$ cat src/rtl/mips8_controller.sv
`default_nettype none
// ============================================================================
// Module   : mips8_controller
// Function : Multicycle control unit for the 8-bit MIPS datapath: Moore FSM
//            with registered strobes plus an embedded ALU decoder.
// Revision : 1.0 - initial release
// ============================================================================
module mips8_controller #(
    parameter logic [5:0] OP_LB    = 6'b100000,
    parameter logic [5:0] OP_SB    = 6'b101000,
    parameter logic [5:0] OP_RTYPE = 6'b000000,
    parameter logic [5:0] OP_BEQ   = 6'b000100,
    parameter logic [5:0] OP_J     = 6'b000010,
    parameter logic [5:0] OP_ADDI  = 6'b001000
) (
    input  logic       clk,
    input  logic       reset,
    input  logic [5:0] op,
    input  logic [5:0] funct,
    input  logic       zero,
    output logic       memread,
    output logic       memwrite,
    output logic       alusrca,
    output logic       memtoreg,
    output logic       regdst,
    output logic       iord,
    output logic       pcen,
    output logic       regwrite,
    output logic [1:0] pcsrc,
    output logic [1:0] alusrcb,
    output logic [3:0] irwrite,
    output logic [2:0] alucontrol
);

    typedef enum logic [3:0] {
        FETCH1  = 4'd0,
        FETCH2  = 4'd1,
        FETCH3  = 4'd2,
        FETCH4  = 4'd3,
        DECODE  = 4'd4,
        MEMADR  = 4'd5,
        LBRD    = 4'd6,
        LBWR    = 4'd7,
        SBWR    = 4'd8,
        RTYPEEX = 4'd9,
        RTYPEWR = 4'd10,
        BEQEX   = 4'd11,
        JEX     = 4'd12,
        ADDIEX  = 4'd13,
        ADDIWR  = 4'd14
    } state_t;

    typedef struct packed {
        logic       memread;
        logic       memwrite;
        logic       alusrca;
        logic       memtoreg;
        logic       regdst;
        logic       iord;
        logic       pcwrite;
        logic       pcwritecond;
        logic       regwrite;
        logic [1:0] pcsrc;
        logic [1:0] alusrcb;
        logic [3:0] irwrite;
        logic       alu_funct;
        logic       alu_sub;
    } ctrl_t;

    localparam logic [2:0] c_ALU_AND = 3'b000;
    localparam logic [2:0] c_ALU_OR  = 3'b001;
    localparam logic [2:0] c_ALU_ADD = 3'b010;
    localparam logic [2:0] c_ALU_SUB = 3'b110;
    localparam logic [2:0] c_ALU_SLT = 3'b111;

    state_t r_state;
    state_t w_next;
    ctrl_t  r_ctrl;
    logic   r_is_store;
    logic [2:0] w_alu;

    // Strobe set for each state; registered against the next state so that
    // the outputs present during a state come straight from flops.
    function automatic ctrl_t f_ctrl(input state_t s);
        ctrl_t c;
        c = '0;
        case (s)
            FETCH1, FETCH2, FETCH3, FETCH4: begin
                c.memread = 1'b1;
                c.alusrcb = 2'b01;
                c.pcwrite = 1'b1;
                c.irwrite = 4'b0001 << s[1:0];
            end
            DECODE: c.alusrcb = 2'b11;
            MEMADR, ADDIEX: begin
                c.alusrca = 1'b1;
                c.alusrcb = 2'b10;
            end
            LBRD: begin
                c.memread = 1'b1;
                c.iord    = 1'b1;
            end
            LBWR: begin
                c.regwrite = 1'b1;
                c.memtoreg = 1'b1;
            end
            SBWR: begin
                c.memwrite = 1'b1;
                c.iord     = 1'b1;
            end
            RTYPEEX: begin
                c.alusrca   = 1'b1;
                c.alu_funct = 1'b1;
            end
            RTYPEWR: begin
                c.regwrite = 1'b1;
                c.regdst   = 1'b1;
            end
            BEQEX: begin
                c.alusrca     = 1'b1;
                c.alu_sub     = 1'b1;
                c.pcsrc       = 2'b01;
                c.pcwritecond = 1'b1;
            end
            JEX: begin
                c.pcwrite = 1'b1;
                c.pcsrc   = 2'b10;
            end
            ADDIWR: c.regwrite = 1'b1;
            default: c = '0;
        endcase
        return c;
    endfunction

    function automatic logic [2:0] f_alu_decode(input logic [5:0] f);
        logic [2:0] a;
        case (f)
            6'b100000: a = c_ALU_ADD;
            6'b100010: a = c_ALU_SUB;
            6'b100100: a = c_ALU_AND;
            6'b100101: a = c_ALU_OR;
            6'b101010: a = c_ALU_SLT;
            default:   a = c_ALU_ADD;
        endcase
        return a;
    endfunction

    always_comb begin
        w_next = FETCH1;
        case (r_state)
            FETCH1:  w_next = FETCH2;
            FETCH2:  w_next = FETCH3;
            FETCH3:  w_next = FETCH4;
            FETCH4:  w_next = DECODE;
            DECODE: begin
                if (op == OP_LB || op == OP_SB) w_next = MEMADR;
                else if (op == OP_RTYPE)        w_next = RTYPEEX;
                else if (op == OP_BEQ)          w_next = BEQEX;
                else if (op == OP_J)            w_next = JEX;
                else if (op == OP_ADDI)         w_next = ADDIEX;
                else                            w_next = FETCH1;
            end
            MEMADR:  w_next = r_is_store ? SBWR : LBRD;
            LBRD:    w_next = LBWR;
            RTYPEEX: w_next = RTYPEWR;
            ADDIEX:  w_next = ADDIWR;
            default: w_next = FETCH1;
        endcase
    end

    // Load/store direction is captured at decode so op is ignored afterwards.
    always_ff @(posedge clk or negedge reset) begin
        if (!reset) begin
            r_state    <= FETCH1;
            r_ctrl     <= f_ctrl(FETCH1);
            r_is_store <= 1'b0;
        end else begin
            r_state <= w_next;
            r_ctrl  <= f_ctrl(w_next);
            if (r_state == DECODE) begin
                r_is_store <= (op == OP_SB);
            end
        end
    end

    always_comb begin
        w_alu = c_ALU_ADD;
        if (r_ctrl.alu_funct)    w_alu = f_alu_decode(funct);
        else if (r_ctrl.alu_sub) w_alu = c_ALU_SUB;
    end

    // Every output is gated by reset so it drops the moment reset goes low.
    assign memread    = reset & r_ctrl.memread;
    assign memwrite   = reset & r_ctrl.memwrite;
    assign alusrca    = reset & r_ctrl.alusrca;
    assign memtoreg   = reset & r_ctrl.memtoreg;
    assign regdst     = reset & r_ctrl.regdst;
    assign iord       = reset & r_ctrl.iord;
    assign regwrite   = reset & r_ctrl.regwrite;
    assign pcen       = reset & (r_ctrl.pcwrite | (r_ctrl.pcwritecond & zero));
    assign pcsrc      = {2{reset}} & r_ctrl.pcsrc;
    assign alusrcb    = {2{reset}} & r_ctrl.alusrcb;
    assign irwrite    = {4{reset}} & r_ctrl.irwrite;
    assign alucontrol = {3{reset}} & w_alu;

endmodule
`default_nettype wire

$ cat config.mk
export PLATFORM = sky130hd
export DESIGN_NAME = mips8_controller
export DESIGN_NICKNAME = d
export VERILOG_FILES = /design/src/rtl/mips8_controller.sv
export SDC_FILE = /design/constraint.sdc
export NUM_CORES = 1
export LEC_CHECK = 0
export ABC_AREA = 1
export CAP_MARGIN = 20
export CORE_MARGIN = 5
export CORE_UTILIZATION = 25
export DETAILED_ROUTE_END_ITERATION = 6
export GPL_ROUTABILITY_DRIVEN = 0
export PLACE_DENSITY_LB_ADDON = 0.15
export RECOVER_POWER = 100
export SLEW_MARGIN = 20
export SYNTH_ARGS = -nofsm -noshare
export SYNTH_HDL_FRONTEND = slang
export SYNTH_SLANG_ARGS = --single-unit
$ cat constraint.sdc
create_clock -name clk -period 1.85 [get_ports clk]
set_clock_uncertainty 0.1 [all_clocks]
set_input_delay 0.4625 -clock clk [delete_from_list [all_inputs] [get_ports clk]]
set_output_delay 0.4625 -clock clk [all_outputs]
set_load 0.02 [all_outputs]
==> out/qor.yml <==
timing:
  setup-tns-final_ns: -0.0406
  finalMaxSlewViolations: 0
  finalHoldViolCount: 0
  holdWs_ns: 0.308
  slew_headroom_pct: 74.6
  fin_crit_ns: 1.89
  tightestPinTransition_ns: 0.381
  fin_ws_ns: -0.0406
  post-route-period-util_pct: 102
  rsz0062_at_grt: "yes"
  finalSetupViolCount: 1
  fmax_mhz: 529
clocking:
  root_buffer: "clkbuf_8"
  clock_path_buffers: 2
  htreeDepth: 1
  cts_sinks: 22
  insertion_delay_ns: 0.26
  cts_tree: "done"
  clk_pin_slew_worst_paths_ns: 0.08
  cts_made_buffers: 3
final_layout:
  instances_no_fill: 274
  antenna_cells: 0
  stdcell_area_um2: 1790
  final_core_util_pct: 38.5
  area_growth_syn_to_layout_pct: 52.0
  drive_above_1_share_pct: 31.4
  final_nets: 236
grt:
  track_usage_pct: 9.44
  met2_usage_pct: 16.4
  busiest_layer: "met2"
  globalRouteMet3Util_pct: 1.25
  grt_pass1_vias: 1087
  antenna_found_initial: 0
  globalRoute.totalOverflow: 0
  grt_pass1_wl_um: 4650
  grt_max_degree: 16
  gr-usage-met1_pct: 11.0
synth:
  synth_edf_count: 0
  synthDistinctLibCells: 22
  netlist_area_um2: 1180
  synth.area.top_cells: "dfrtp_1 (38%), nand2_1 (14%), inv_1 (13%)"
  synth_nets: 181
  yosysTopAreaCell: "dfrtp_1"
  avgSynthCellArea_um2: 7.11
  synth-seq-area-share_pct: 47.1
  ys_ff_latch: 22
  synthCells: 166
  synthArstFlopShare_pct: 100
  synth.top_cells.by_count: "nand2_1 (45), inv_1 (40), dfrtp_1 (18), nor2_1 (18), nand3_1 (8)"
  synth_warnings: 0
  synth_top_cell_area_share_pct: 38.2
  synth_most_common_cell: "nand2_1"
  synth_flop_cell: "dfrtp_1"
run_status:
  outcome: "finished with violations"
  violations: "setup timing"
route:
  drt-wirelength-per-cell_um: 9.71
  drt_iter0_drc: 34
  via_count: 1125
  ant_nets: 0
  wl_um: 2660
  drt_first_pass_iters: 4
  route.detailed.drc: 0
  avgViaCountPerCell: 4.11
floorplanning:
  die_w_um: 78.7
  die_h_um: 78.7
  row_count: 25
  die_area_um2: 6190
  fp.coreArea_um2: 4660
  io_pins: 34
  start_util_pct: 25.3
worst_setup_path:
  critPathLaunch: "funct[2]"
  start_kind: "input port"
  ff2ff_setup_slack_ns: 0.29
  cp_data_required_time_ns: 1.29
  r2r-start: "r_state[1]"
  cp.arrival_ns: 1.33
  critPathKind: "input port to primary output"
  crit_fanout: 2
  end_kind: "primary output"
place:
  post_dp_cell_area_um2: 1690
  detailedPlace.worstSlack_ns: -0.802
  place_inst: 261
  portBuffers: 33
  dpl.hpwl_um: 2040
pwr:
  ir_drop_mv: 0.315
  p_leak_nw: 1.06
  p_total_mw: 1.84
  power_density_nw_per_um2: 1020
run:
  drv_cap: 0
worst_hold_path:
  hp-class: "input port to async pin"
==> placed cells by master, fill, tap and decap left out, types with 2 or more instances in the layout <==
cell type and count:
nand2_1 43, inv_2 4, o21ai_1 3, inv_1 38, clkbuf_8 4, nand2_2 5
o21ai_0 3, buf_2 4, dfstp_2 4, clkdlybuf4s50_1 7, buf_12 3, nor3_2 3
buf_4 30, a21oi_1 2, dfrtp_1 18, nand3_1 8, buf_6 5, nor2_1 17
nor3_1 4
==> worst max-delay path, cell delays in order <==
cell and delay (ns):
buf_6 0.09, nand3b_1 0.19, nor3_2 0.22, a21oi_2 0.05, nor3_1 0.13, buf_2 0.19
==> state kept, by name (all words and copies together), names as in the netlist <==
name        count
r_state         4
r_is_store      1
r_ctrl         17
==> worst paths after layout <==
check                                end  cells past startpoint
max in group asynchronous     r_ctrl[18]                      4
min reg2reg                   r_ctrl[17]                      2
min in group clk              r_ctrl[17]                      2
max reg2reg                   r_ctrl[12]                      6
min                            r_ctrl[0]                      3
max                        alucontrol[0]                      6
==> layout make-up <==
| cell class | count | area [µm²] |
|---|---|---|
| fill | 508 | 2870 |
| sequential | 22 | 556 |
| multi-input combinational | 99 | 485 |
| timing repair buffer | 53 | 472 |
| inverter | 42 | 158 |
| tap | 54 | 67.6 |
| clock buffer | 4 | 55.1 |
==> routing by layer <==
metal,up-vias,wire (µm)
li1,604,-
met1,489,1260
met2,28,1240
met3,4,116
met4,0,51
met5,-,0
==> what timing repair did <==
| action | 4_1_cts | 5_1_grt |
|---|---|---|
| hold buffers | 0 | 0 |
| resized for setup | 123 | 7 |
| pin swaps | 11 | 7 |
| endpoints found under the hold margin | 0 | 0 |
| setup buffers | 4 | 5 |
| endpoints found under the setup margin | 19 | 14 |
==> kinds of logic (layout without fill, tap and decap cells) <==
kind of cell | count (synthesis) | in the layout | share of synthesized area, %
simple gates | 86 | 86 | 32.2
buf+inv | 45 | 99 | 14.4
flops | 22 | 22 | 47.1
compound gates | 13 | 13 | 6.26
==> where the power goes <==
part | total (mW) | leakage [nW] | switching [mW] | internal [mW]
Clock | 0.338 | 0.0288 | 0.148 | 0.190
Sequential | 0.745 | 0.284 | 0.104 | 0.641
Combinational | 0.755 | 0.747 | 0.472 | 0.283
Total | 1.84 | 1.06 | 0.724 | 1.11
Power figures use the tool's default switching activity.
